**config.mk**
```make
export PLATFORM = sky130hd
export DESIGN_NAME = adc_capture_ctrl
export DESIGN_NICKNAME = d
export VERILOG_FILES = /design/src/rtl/adc_capture_pkg.sv /design/src/rtl/adc_capture_ctrl_toggle_sync.sv /design/src/rtl/adc_capture_ctrl.sv
export SDC_FILE = /design/constraint.sdc
export NUM_CORES = 1
export LEC_CHECK = 0
export CAP_MARGIN = 5
export CORE_MARGIN = 2
export CORE_UTILIZATION = 50
export DETAILED_ROUTE_END_ITERATION = 6
export GPL_TIMING_DRIVEN = 0
export PLACE_DENSITY = 0.78
export SETUP_SLACK_MARGIN = 0.1
export SLEW_MARGIN = 20
export SYNTH_ARGS = -nofsm -noshare
export SYNTH_HDL_FRONTEND = slang
export SYNTH_SLANG_ARGS = --single-unit
```
**constraint.sdc**
```tcl
create_clock -name adc_clk -period 4.1 [get_ports adc_clk]
set_clock_uncertainty 0.2 [all_clocks]
set_input_delay 0.615 -clock adc_clk [delete_from_list [all_inputs] [get_ports adc_clk]]
set_output_delay 0.615 -clock adc_clk [all_outputs]
set_load 0.01 [all_outputs]
```
**src/rtl/adc_capture_pkg.sv**
```systemverilog
// adc_capture_pkg: shared FSM encoding, trigger modes and word-layout helpers for the ADC capture controller
package adc_capture_pkg;
  typedef enum logic [1:0] {IDLE, ARMED, CAPTURE, DONE} state_t;
  localparam logic [1:0] TRIG_RISE = 2'd1;
  localparam logic [1:0] TRIG_FALL = 2'd2;
  function automatic int tag_w(input int n);
    return n > 1 ? $clog2(n) : 1;
  endfunction
  function automatic int pad_w(input int prec, input int chb);
    return 16 - prec - chb;
  endfunction
endpackage

```
**src/rtl/adc_capture_ctrl_toggle_sync.sv**
```systemverilog
// toggle_sync: 2-FF synchroniser for a cross-domain toggle, emitting a one-cycle pulse per edge
module toggle_sync (
  input  logic clk,
  input  logic rst,
  input  logic tgl,
  output logic pulse
);
  logic [2:0] s;
  always_ff @(posedge clk or posedge rst)
    if (rst) s <= '0;
    else s <= {s[1:0], tgl};
  assign pulse = s[2] ^ s[1];
endmodule

```
**src/rtl/adc_capture_ctrl.sv**
```systemverilog
// adc_capture_ctrl: triggered, decimating multi-channel ADC capture serialised into tagged 16-bit FIFO words
module adc_capture_ctrl
  import adc_capture_pkg::*;
#(
  parameter int PRECISION = 10,
  parameter int NUM_CH    = 4,
  parameter int CH_BITS   = 2,
  parameter int DECIM_W   = 8,
  parameter int LEN_W     = 16
) (
  input  logic                        adc_clk,
  input  logic                        rst,
  input  logic [NUM_CH*PRECISION-1:0] adc_code_in,
  input  logic                        adc_valid,
  input  logic                        start_tgl,
  input  logic                        abort_tgl,
  input  logic [1:0]                  trig_mode,
  input  logic [PRECISION-1:0]        trig_level,
  input  logic [DECIM_W-1:0]          decim,
  input  logic [LEN_W-1:0]            capture_len,
  input  logic                        fifo_full,
  output logic [15:0]                 fifo_din,
  output logic                        fifo_wr_en,
  output logic                        busy,
  output logic                        done,
  output logic                        overflow,
  output logic [LEN_W-1:0]            frame_count
);
  if (pad_w(PRECISION, CH_BITS) < 0 || CH_BITS != tag_w(NUM_CH)) begin : g_bad_cfg
    $error("adc_capture_ctrl: PRECISION+CH_BITS must fit 16 bits and CH_BITS must match NUM_CH");
  end
  state_t state, state_nx;
  logic start_p, abort_p, arm, primed, edge_mode, trig_hit, len_hit, accept;
  logic ser_act, ser_last, ser_busy;
  logic [CH_BITS-1:0] ser_idx;
  logic [DECIM_W-1:0] dcnt;
  logic [PRECISION-1:0] ch0, prev_ch0;
  logic [NUM_CH*PRECISION-1:0] frame_q;
  toggle_sync u_start (.clk(adc_clk), .rst(rst), .tgl(start_tgl), .pulse(start_p));
  toggle_sync u_abort (.clk(adc_clk), .rst(rst), .tgl(abort_tgl), .pulse(abort_p));
  assign ch0       = adc_code_in[PRECISION-1:0];
  assign edge_mode = trig_mode == TRIG_RISE || trig_mode == TRIG_FALL;
  assign trig_hit  = adc_valid && primed &&
                     (trig_mode == TRIG_RISE ? prev_ch0 < trig_level && ch0 >= trig_level :
                      trig_mode == TRIG_FALL ? prev_ch0 > trig_level && ch0 <= trig_level : 1'b0);
  assign len_hit   = capture_len != '0 && frame_count == capture_len;
  assign ser_last  = ser_idx == CH_BITS'(NUM_CH - 1);
  // the word on the bus during the last slot frees the serialiser for a same-cycle frame
  assign ser_busy  = ser_act && !ser_last;
  assign arm       = start_p && !abort_p && (state == IDLE || state == DONE);
  assign accept    = !abort_p && (state == ARMED ? edge_mode && trig_hit :
                     state == CAPTURE && adc_valid && dcnt == '0 && !len_hit);
  always_ff @(posedge adc_clk or posedge rst)
    if (rst) state <= IDLE;
    else state <= state_nx;
  always_comb
    state_nx = abort_p ? IDLE :
               (state == IDLE || state == DONE) ? (start_p ? ARMED : state) :
               state == ARMED ? (!edge_mode || trig_hit ? CAPTURE : ARMED) :
               (len_hit && !ser_busy ? DONE : CAPTURE);
  always_comb begin
    busy       = state == ARMED || state == CAPTURE;
    done       = state == DONE;
    fifo_wr_en = ser_act && !fifo_full;
    fifo_din   = 16'(frame_q[ser_idx*PRECISION +: PRECISION]) | (16'(ser_idx) << (16 - CH_BITS));
  end
  always_ff @(posedge adc_clk or posedge rst)
    if (rst) begin
      prev_ch0    <= '0;
      primed      <= 1'b0;
      dcnt        <= '0;
      frame_count <= '0;
      overflow    <= 1'b0;
      ser_act     <= 1'b0;
      ser_idx     <= '0;
      frame_q     <= '0;
    end else begin
      if (adc_valid) prev_ch0 <= ch0;
      if (arm) begin
        primed      <= 1'b0;
        dcnt        <= '0;
        frame_count <= '0;
        overflow    <= 1'b0;
      end else begin
        if (state == ARMED && adc_valid) primed <= 1'b1;
        if (accept) dcnt <= decim;
        else if (state == CAPTURE && adc_valid && dcnt != '0) dcnt <= dcnt - 1'b1;
        if (accept && !ser_busy) frame_count <= frame_count + 1'b1;
        if ((accept && ser_busy) || (ser_act && fifo_full)) overflow <= 1'b1;
      end
      if (abort_p) begin
        ser_act <= 1'b0;
        ser_idx <= '0;
      end else if (accept && !ser_busy) begin
        ser_act <= 1'b1;
        ser_idx <= '0;
        frame_q <= adc_code_in;
      end else if (ser_act) begin
        ser_act <= !ser_last;
        ser_idx <= ser_last ? '0 : ser_idx + 1'b1;
      end
    end
endmodule

```
[Yosys cells after proc, flatten, opt, wreduce, memory -nomap -nowiden]
Index checks and enable logic that the tools add are counted.
Word-level totals
  word-level logic and storage cells: 98
  register bits after elaboration: 87
  output and inout port bits: 36
  input bits: 82
Cells by class
  $add $sub $neg: 3
  muxes and demuxes: 25
  reductions and logical operators: 41
  shift-type cells: 1
  bitwise logic cells: 4
  order comparisons: 4
  multipliers: 1
  equal/unequal tests: 8
Operator list (count)
  $shiftx 40x7->10: 1
  $mux 16: 2
  $mux 8: 3
  $logic_and 1x1->1: 20
  $mux 2: 9
  $add 16x1->16 const B: 1
  $eq 16x16->1: 1
  $or 10x16->16: 1
  $reduce_bool 16->1: 1
  $mux 1: 11
  $ge 10x10->1: 1
  $gt 10x10->1: 1
  $le 10x10->1: 1
  $lt 10x10->1: 1
  $eq 2x2->1 const B: 4
  $logic_not 8->1: 1
  $reduce_bool 8->1: 1
  $sub 8x1->8 const B: 1
  $logic_not 1->1: 6
  $reduce_bool 2->1: 3
  $reduce_bool 3->1: 2
  $logic_or 1x1->1: 5
  $mul 2x3->5 const B: 1
  $eq 2x1->1 const B: 2
  other kinds (6): 7

[Depth between registers and ports, before layout]
  word-level depth: 12
  mapped depth: 11
  depth with buffers taken out: 9

[By module]
From an unflattened synthesis, not the netlist that was laid out.
Unflattened totals
  cells, all modules: 426
  area total of the unflattened synthesis: 4860.9 um^2
Modules (own cells, without submodules)
  adc_capture_ctrl: times used 1, area an instance 4685.7 um^2, cells an instance 416, seq. area each 2026.9 um^2
  toggle_sync: times used 2, area an instance 87.6 um^2, cells an instance 5, seq. area each 75.1 um^2

[Worst setup path after synthesis]
Ideal clock, no wire load.
  kind: input to register
  from: input port trig_level[3]
  to: register frame_q[2]
  path slack: 0.830 ns
  path buffers: 1
  data arrival time: 2.945 ns
  cell stages on the path: 9
  library setup time: 0.125 ns
  required time: 3.775 ns
  path through: inv_1 -> ha_1 -> a21oi_2 -> o21ai_1 -> a2111o_1 -> or4_4 -> a31oi_4 -> buf_2 -> mux2_2
Between the ends
  word-level cells in the longest chain between the ends: 10
  elaborated cells on any way between the ends: 14
  those cells by class: order compare (4); mux (3); reduce/logical (7)
Ends and longest elaborated chain
  start: declaration: RTL line adc_capture_ctrl.sv:18  | input logic [PRECISION-1:0] trig_level,
  $gt 10x10->1 or $le 10x10->1 (tied branches): RTL line adc_capture_ctrl.sv:45  | trig_mode == TRIG_FALL ? prev_ch0 > trig_level && ch0 <= trig_level : 1'b0);
  $logic_and 1x1->1: RTL line adc_capture_ctrl.sv:45
  $mux 1: RTL line adc_capture_ctrl.sv:45
  $mux 1 (*): RTL line adc_capture_ctrl.sv:44  | (trig_mode == TRIG_RISE ? prev_ch0 < trig_level && ch0 >= trig_level :
  $logic_and 1x1->1 (*): RTL line adc_capture_ctrl.sv:43  | assign trig_hit = adc_valid && primed &&
  $logic_and 1x1->1 (*): RTL line adc_capture_ctrl.sv:51  | assign accept = !abort_p && (state == ARMED ? edge_mode && trig_hit :
  $mux 1 (*): RTL line adc_capture_ctrl.sv:51
  $logic_and 1x1->1 (*): RTL line adc_capture_ctrl.sv:51
  $logic_and 1x1->1 (*): RTL line adc_capture_ctrl.sv:94  | end else if (accept && !ser_busy) begin
  $reduce_and 2->1 (no source line) (*)
  end signal: assignment: RTL line adc_capture_ctrl.sv:97  | frame_q <= adc_code_in;
  end: declaration: RTL line adc_capture_ctrl.sv:38  | logic [NUM_CH*PRECISION-1:0] frame_q;
Mark *: on every way between the ends. The rest lies on a longest branch, timed or not.
A chain may end at the register's enable or synchronous reset.

[Worst setup path after layout]
  from: input port trig_level[7]
  to: register frame_q[2]
Same word-level chain as after synthesis.

==> impl_metrics.tcl <==
set metrics [dict create \
    synthFlopType "dfrtp_1" \
    r2r_cells 8 \
    maxSlewViolCount 0 \
    relSlewSlack_pct 48.94 \
    htreeDepth 3 \
    yosysTopAreaCell "dfrtp_1" \
    grt_start_max_net_pins 57 \
    status "complete, no violations" \
    yosysSeqAreaShare_pct 44.73 \
    yosys_warnings 0 \
    postRouteWirelength_mm 11.71 \
    yosysTopAreaCellShare_pct 44.73 \
    place.port_buffers 113 \
    dieHeight_um 102.7 \
    peakVddDrop_uv 257.5 \
    synth_cell_types 52 \
    hold_path_depth 0 \
    r2r-start "prev_ch0[5]" \
    worst_pin_slew_ns 0.7659 \
    clock_sinks 87 \
    worstPathMaxFanout 10 \
    grt_overflow 0 \
    syn_to_final_growth_pct 31.93 \
    diodes 0 \
    yosys-top-cells-area "dfrtp_1 45%, mux2_2 10%, ha_1 7.5%, mux4_2 4.6%, xor2_1 2.3%" \
    num_rows 36 \
    die_area_um2 10540 \
    dpl.hpwl_mm 9.128 \
    worstHoldStart "u_abort.s[0]" \
    ant_nets 0 \
    p_sw_uw 820.3 \
    syn_area_per_cell_um2 11.29 \
    cts_resized 0 \
    r2r_setup_slack_ns 0.83 \
    avgViaCountPerCell 5.459 \
    report.final.hold_viol_count 0 \
    swShare_pct 30.79 \
    synth_commonest_cells "87 x dfrtp_1, 44 x mux2_2, 29 x ha_1, 26 x inv_1, 24 x nand2_1" \
    root_buffer "clkbuf_8" \
    tns_ns 0 \
    routedWlPerCell_um 16.80 \
    drtIter0Drc 178 \
    clk_latency_ns 0.35 \
    postCtsHoldBufs 0 \
    pwr-share-comb_pct 31.6 \
    syn_area_um2 4867 \
    rsz0062_at_grt "false" \
    grt_pass1_vias 4010 \
    drive_above_1_share_pct 16.13 \
    cap_violations 0 \
    synth_seq_cells 87 \
    clockPowerShare_pct 24.2 \
    antenna_found_initial 0 \
    power_density_nw_per_um2 414.9 \
    synth_edf_count 0 \
    critPathLaunch "trig_level[7]" \
    start_kind "input port" \
    post_cts_buffers 0 \
    nFillCells 720 \
    leakage_nw 2.933 \
    period_minus_slack_ns 3.698 \
    p_int_mw 1.844 \
    vias 3805 \
    max_freq_mhz 270.4 \
    fp.dieW_um 102.7 \
    critPathKind "in -> reg" \
    drt_first_pass_iters 4 \
    required_ns 4.14 \
    r2r-end "frame_q[2]" \
    end_kind "flip-flop" \
    clk_path_buf_depth 2 \
    synthMostInstantiatedCell "dfrtp_1" \
    finalPower_mw 2.664 \
    cts_tree "built" \
    final_net_count 670 \
    crit_arrival_ns 3.73 \
    start_util_pct 50.73 \
    grt_pass1_wl_mm 18.91 \
    drc_errors 0 \
    power_frac_seq_pct 44.3 \
    async_flop_share_pct 100.0 \
    min_period_over_period_pct 90.21 \
    cts-buffers-inserted 9 \
    holdPathEnd "u_abort.s[1]" \
    grt_usage_pct 23.20 \
    gp_congestion 0.9322 \
    postSynthCellCount 431 \
    ioPinCount 118 \
    cts.reportedPaths.clkPinSlew_ns 0.09 \
    setup_viol 0 \
    design.core.area_um2 9594 \
    hold_path_class "reg -> reg" \
]
logic make-up after synthesis:
family | Yosys count | share of synthesized area, %
other | 1 | 0.07705
XOR/XNOR | 25 | 4.499
multiplexers | 69 | 18.02
buffers and inverters | 47 | 4.524
AO/OA/AOI/OAI | 55 | 7.687
flip-flops | 87 | 44.73
AND/OR/NAND/NOR | 118 | 13.01
adder cells (fa/ha/maj) | 29 | 7.455
routing by layer:
metal | GRT usage [%] | wire (um)
met1 | 30.40 | 4911
met2 | 38.86 | 5928
met3 | 5.288 | 742
met4 | 6.769 | 129
met5 | 0 | 0
stage by stage:
step	cells	worst slack [ns]	hold slack (ns)	area, um2	utilization [%]
global route	697	0.1834	0.1770	6421	66.93
finish	697	0.4016	0.1607	6421	66.93
detailed placement	681	0.05470	0.1420	6206	64.68
CTS	697	0.4166	0.1641	6421	66.93
floorplan	434	0.8302	0.1312	4878	-
global placement	680	-0.2758	0.1375	6176	64.37
power groups by stage:
stage                     Combinational [mW]  Sequential, mW  Clock, mW
after CTS                              0.846            1.18      0.653
after global placement                 0.804            1.18          0
after floorplan                        0.526            1.16          0
after global routing                   0.922            1.21      0.690
after detailed placement               0.840            1.20          0
final                                  0.841            1.18      0.644
how the worst max path moves through the flow:
stage                             end  slack, ns
after CTS                  frame_q[2]       0.42
after global routing       frame_q[3]       0.18
after floorplan            frame_q[2]       0.83
after detailed placement   frame_q[2]       0.05
after global placement    prev_ch0[1]      -0.28
final                      frame_q[2]       0.40
worst max-delay path, stage by stage:
cell and delay [ns]:
clkdlybuf4s50_1 0.49, inv_1 0.07, ha_1 0.31, nand4_1 0.13, nor3_1 0.34, a2111oi_0 0.15, or4_4 0.58, a31oi_4 0.37
buf_2 0.30, mux2_2 0.37
cell type report:
type / count / area, um2 / share of cell area, %
Clock inverter: 5 / 63.81 / 0.9938
Tap cell: 133 / 166.4 / 2.592
Multi-Input combinational cell: 300 / 2481 / 38.64
Clock buffer: 11 / 151.4 / 2.358
Inverter: 26 / 100.1 / 1.559
Timing Repair Buffer: 114 / 1159 / 18.04
Buffer: 21 / 122.6 / 1.910
Sequential cell: 87 / 2177 / 33.90
layout by cell type, fill, tap and decap left out, drive strengths merged, types with 2 or more instances in the layout:
| cell type | instances |
|---|---|
| nor3 | 6 |
| nor4 | 9 |
| clkinv | 2 |
| o21ai | 17 |
| nand2 | 24 |
| clkbuf | 19 |
| clkdlybuf4s50 | 113 |
| or3 | 6 |
| inv | 28 |
| o31ai | 2 |
| xor2 | 13 |
| dfrtp | 87 |
| a21oi | 12 |
| buf | 14 |
| nand2b | 4 |
| o211ai | 6 |
| nor2 | 23 |
| nand4 | 12 |
| a211oi | 5 |
| or4 | 8 |
| and4 | 2 |
| a31oi | 3 |
| nand3 | 12 |
| mux2i | 10 |
| o211a | 2 |
| mux4 | 10 |
| and3 | 5 |
| conb | 4 |
| and2 | 2 |
| mux2 | 49 |
| ha | 29 |
| xnor2 | 12 |
state kept, by name (all words and copies together), names as in the netlist:
name,count
u_start.s,3
ser_idx,2
prev_ch0,10
overflow,1
u_abort.s,3
frame_q,40
primed,1
state,2
dcnt,8
frame_count,16
ser_act,1
Power figures use the tool's default switching activity.
==> variant 1: new RTL, same flow settings <==
The 4 states of `state_t` get a one-hot encoding in 4 bits.
--- a/src/rtl/adc_capture_pkg.sv
+++ b/src/rtl/adc_capture_pkg.sv
@@ -2,3 +2,3 @@
 package adc_capture_pkg;
-  typedef enum logic [1:0] {IDLE, ARMED, CAPTURE, DONE} state_t;
+  typedef enum logic [3:0] {IDLE = 4'b0001, ARMED = 4'b0010, CAPTURE = 4'b0100, DONE = 4'b1000} state_t;
   localparam logic [1:0] TRIG_RISE = 2'd1;
Behaviour: same outputs for any inputs over 10 cycles, from zero or initial values and one cycle with rst high; not proved beyond that.
==> variant 1 against the original RTL <==
  * Design area decreased by 0.97%
  * Count of clock-buffer cells in the layout decreased by 2
  * Wire length increased by 0.41%
  * Global-route usage increased by 0.64 points
  * Via count increased by 0.89%
  * Die area decreased by 1.0%
  * Area after synthesis decreased by 1.1%
  * Sequential power increased by 10%
  * Synthesized cell count increased by 0.93%
  * Worst setup slack improved by 0.10 ns
  * Total power increased by 5.7%
  * Sequential cell count increased by 2
  * Critical path type unchanged
==> variant 1: results (changes against the original RTL) <==
Placed design
  • DP Area: 6150 sq um (-0.91%)
  • DP HPWL: 9010 um (-1.3%)
  • Placer congestion estimate: 0.843 (-9.6%)

Yosys
  • Synth top cells by count: dfrtp_1 (88), mux2_2 (48), a21oi_1 (30), nor2_1 (30), ha_1 (26)
  • Post-Synth Adder-Cell Area: 6.76% (-0.70 points)
  • Synth Area in XOR/XNOR: 4.55% (+0.048 points)
  • Unique masters post-synth: 49 (-5.8%)
  • Synth Area in Compound Gates: 9.53% (+1.8 points)
  • Synth area leaders: dfrtp_1 (46%), mux2_2 (11%), ha_1 (6.8%)
  • Share of the yosys chip area belonging to registers: 46.3% (+1.5 points)
  • Mux contribution to synthesized area: 16.3% (-1.7 points)

Critical path
  • Crit-path max FO: 10 (unchanged)
  • Peak per-stage delay on the critical path: 0.47 ns (-0.11 ns)
  • Worst R2R Path Depth: 10 (+2)
  • Worst EP arrival: 3.68 ns (-0.05 ns)
  • CP max stage cell: clkdlybuf4s50_1

Power
  • Worst VDD drop: 0.000269 V (+4.3%)
  • Leak Pwr: 2.75 nW (-6.3%)
  • Net load switching power: 859 uW (+4.7%)

Hold path
  • Hold/Removal Path Class: register to register
  • Hold Path Stages: 0 (unchanged)

Detailed routing
  • Routed via count: 3,839 (+0.89%)
  • First-iteration detailed-routing DRC count: 179 (+0.56%)
  • First-pass DRT Iterations: 4 (unchanged)
  • Routed wire per std cell: 16.9 um (+0.41%)

Outcome
  • Status: completed

GRT
  • GRT Total Usage: 23.8% (+0.64 points)
  • Vias in the first global route: 3,892 (-2.9%)
  • Antenna violations before repair: 0 (unchanged)
  • First-pass GRT wire length: 19,200 um (+1.5%)
  • Largest net degree at the start of global routing: 53 (-7.0%)

Clocking
  • Clk buf depth: 2 (unchanged)
  • Num CTS Buffers: 9 (unchanged)
  • Worst-Skew Late Latency: around 0.36 ns
  • H-tree level count: 3 (unchanged)

Layout
  • Largest regs: frame_q (40), frame_count (16), prev_ch0 (10)
  • Filler Cell Count: 726 (+0.83%)
  • Total Nets Final: 671 (+0.15%)
  • Share of cells above drive strength 1: 16.0% (-0.11 points)

Timing
  • Final Setup Violations: 0 (unchanged)
  • Max-slew headroom: 47.2% (-1.7 points)
variant 1: changes by cell type in the layout (fill, tap and decap cells not counted), moves of 4 or more:
cell / unedited run / this run
mux2i_1: 10 / 2
nor3_1: 6 / 12
or4_1: 7 / 1
nand3_1: 12 / 8
mux2_2: 44 / 48
a21oi_1: 10 / 30
buf_4: 9 / 4
nor2_1: 23 / 30
mux2_1: 5 / 0
variant 1: logic make-up (layout without fill, tap and decap cells):
logic type	Yosys count	count (layout)
buffers and inverters	45	175
other	1	4
AO/OA/AOI/OAI	73	73
adder cells (fa/ha/maj)	26	26
XOR/XNOR	25	25
AND/OR/NAND/NOR	116	116
flip-flops	89	89
multiplexers	60	60
variant 1: worst paths after layout:
path / start / end / slack [ns]
max reg2reg: prev_ch0[7] / frame_count[3] / 0.93
max: trig_level[7] / frame_count[3] / 0.50
min in group asynchronous: rst / frame_q[29] / 0.43
min: u_abort.s[0] / u_abort.s[1] / 0.16
max in group asynchronous: rst / state[1] / 2.65
min reg2reg: u_abort.s[0] / u_abort.s[1] / 0.16
variant 1: worst reg2reg max path, stage by stage, from the launching register on:
cell      delay [ns]
dfrtp_1         0.39
ha_1            0.31
a211oi_1        0.23
nor2_1          0.08
nor4_1          0.39
nand4_1         0.16
o211ai_2        0.40
nand4_1         0.24
buf_2           0.25
or3_1           0.32
a21oi_1         0.15
variant 1: layout make-up:
cell class                      instances  area share [%]
Sequential cell                        89            35.0
Clock inverter                          7            1.34
Inverter                               25            1.52
Clock buffer                            9            1.95
Buffer                                 20            1.63
Multi-Input combinational cell        304            37.8
Tap cell                              129            2.54
Timing Repair Buffer                  114            18.2
variant 1: power by group through the flow:
stage	Sequential [mW]	Combinational, mW	Clock, mW
floorplan	1.25	0.570	0
global placement	1.29	0.855	0
detailed placement	1.31	0.889	0
CTS	1.30	0.894	0.647
global route	1.33	0.971	0.687
finish	1.30	0.885	0.631
variant 1: metal layers:
| metal | vias to the layer above | routed length (um) | part of all wire (%) | global-route usage (%) |
|---|---|---|---|---|
| met2 | 101 | 5970 | 51 | 41.2 |
| li1 | 1831 | - | - | - |
| met5 | - | 0 | 0 | 0 |
| met1 | 1896 | 5070 | 43 | 31.4 |
| met3 | 11 | 560 | 4.8 | 4.24 |
| met4 | 0 | 163 | 1.4 | 5.74 |
variant 1: metrics by stage:
step           setup WS (ns)  hold slack, ns  util (%)  cells
2_1_floorplan          0.980           0.131         -    438
3_3_place_gp          -0.385           0.136      65.9    680
3_5_place_dp           0.132           0.136      66.2    681
4_1_cts                0.503           0.157      68.5    697
5_1_grt                0.230           0.177      68.5    697
6_report               0.504           0.156      68.5    697
==> variant 2: new RTL, same settings <==
Made on the original files. `PRECISION`: 10 -> 9.
--- a/src/rtl/adc_capture_ctrl.sv
+++ b/src/rtl/adc_capture_ctrl.sv
@@ -4,3 +4,3 @@
 #(
-  parameter int PRECISION = 10,
+  parameter int PRECISION = 9,
   parameter int NUM_CH    = 4,
Ports: changed (resized adc_code_in and trig_level); port bits go from 118 to 113. No check against the original RTL was run, so the function may have changed too.
==> variant 2 against the original RTL <==
  * Total power increased by 22%
  * Critical endpoint is now frame_q[18]
  * Critical path type unchanged
  * Hold slack better by 0.0027 ns
  * Sequential cell count down 5
  * Wire length down 1.1%
  * Die area is 0.47% lower
  * Worst setup slack improved by 0.089 ns
  * Area after synthesis fell by 0.49%
  * Design area shrank 2.0%
==> variant 2: results (changes against the original RTL) <==
Outcome
  • Status: completed

Yosys
  • Share of the yosys chip area belonging to registers: 42.4% (-2.4 points)
  • Share of synthesized registers carrying an async set or reset: 100% (unchanged)
  • Synth top cells by count: dfrtp_1 (82), mux2_4 (30), inv_1 (28)
  • Syn Inst Count: 412 (-4.4%)
  • Unique masters post-synth: 60 (+15%)
  • Synth area leaders: dfrtp_1 (42%), mux2_4 (9.3%), ha_1 (7.0%)

Power
  • Switching share of power: 33.0% (+2.2 points)
  • Worst VDD drop: 0.000331 V (+29%)
  • Sequential share of power: 39.2% (-5.1 points)
  • Leak Pwr: 2.83 nW (-3.4%)
  • Clock power frac: 17.1% (-7.1 points)

Clocking
  • # clock sinks: 82 (-5.7%)

Layout
  • Area of the multi-input gates: 2580 sq um (+3.9%)
  • Total Nets Final: 638 (-4.8%)
  • Largest regs: frame_q (36), frame_count (16), prev_ch0 (9)
  • Multi-In Gates: 289 (-3.7%)
  • Inverters: 28 (+7.7%)
  • Final Cell Area: 6290 sq um (-2.0%)
  • Buffers, non-clock: 124 (-8.1%)
  • Filler Cell Count: 721 (+0.14%)
  • Clk cell area share: 2.88% (-0.47 points)
  • Share of cells above drive strength 1: 19.6% (+3.4 points)
  • Register area: 2050 sq um (-5.7%)

Critical path
  • Reg-to-reg setup timing slack: 0.92 ns (+0.09 ns)
  • RR Endpoint: frame_q[18]
  • Family with the most delay on the worst path: compound AO/OA/AOI/OAI gates
  • Peak per-stage delay on the critical path: 0.67 ns (+0.09 ns)
  • Worst EP arrival: 3.63 ns (-0.10 ns)
  • Worst Setup SP: trig_level[8]
  • Reg-to-Reg Start: prev_ch0[8]

Placed design
  • DP Area: 6110 sq um (-1.5%)
  • Placed Cells: 652 (-4.3%)
  • Port Buffers: 106 (-6.2%)
  • Placer congestion estimate: 0.851 (-8.7%)
  • DP HPWL: 8910 um (-2.4%)
  • Dpl ws: 0.153 ns (+0.0980 ns)

GRT
  • Vias in the first global route: 3,714 (-7.4%)
  • Met3 GRT Util: 3.63% (-1.7 points)
  • GRT Total Usage: 23.1% (-0.10 points)
  • Largest net degree at the start of global routing: 46 (-19%)
  • Met2 usage: 39.9% (+1.1 points)
  • First-pass GRT wire length: 18,600 um (-1.5%)

Detailed routing
  • Drc violations: 0 (unchanged)
  • Routed via count: 3,604 (-5.3%)
  • First-iteration detailed-routing DRC count: 257 (+44%)
  • Vias per cell: 5.41 (-0.87%)
  • Routed WL: 11,600 um (-1.1%)

Floorplan
  • Tapcells: 129 (-3.0%)

Timing
  • Max-slew headroom: 48.8% (-0.17 points)
  • WHS: 0.163 ns (+0.00269 ns)
  • Final WS setup: 0.490 ns (+0.0889 ns)
## variant 2: cell types whose count changed after synthesis, moves of 5 or more
cell	delta
a21oi_1	+9
or4_1	-6
a211oi_1	-5
mux2_1	-5
xor2_1	+6
mux2_2	-30
o21ai_0	-6
xnor2_1	-6
mux2_4	+30
dfrtp_1	-5
## variant 2: logic make-up (layout without fill, tap and decap cells)
family	Yosys count	in the layout	share of synthesized area, %
adder cells (fa/ha/maj)	27	27	6.97
other	1	5	0.0774
flip-flops	82	82	42.4
XOR/XNOR	25	25	4.52
AND/OR/NAND/NOR	105	105	12.4
AO/OA/AOI/OAI	65	65	10.4
multiplexers	62	62	18.6
buffers and inverters	45	166	4.70
## variant 2: metal layers
layer | wire length [um] | share of wire [%]
met1 | 5060 | 44
met2 | 5910 | 51
met3 | 483 | 4.2
met4 | 134 | 1.2
met5 | 0 | 0
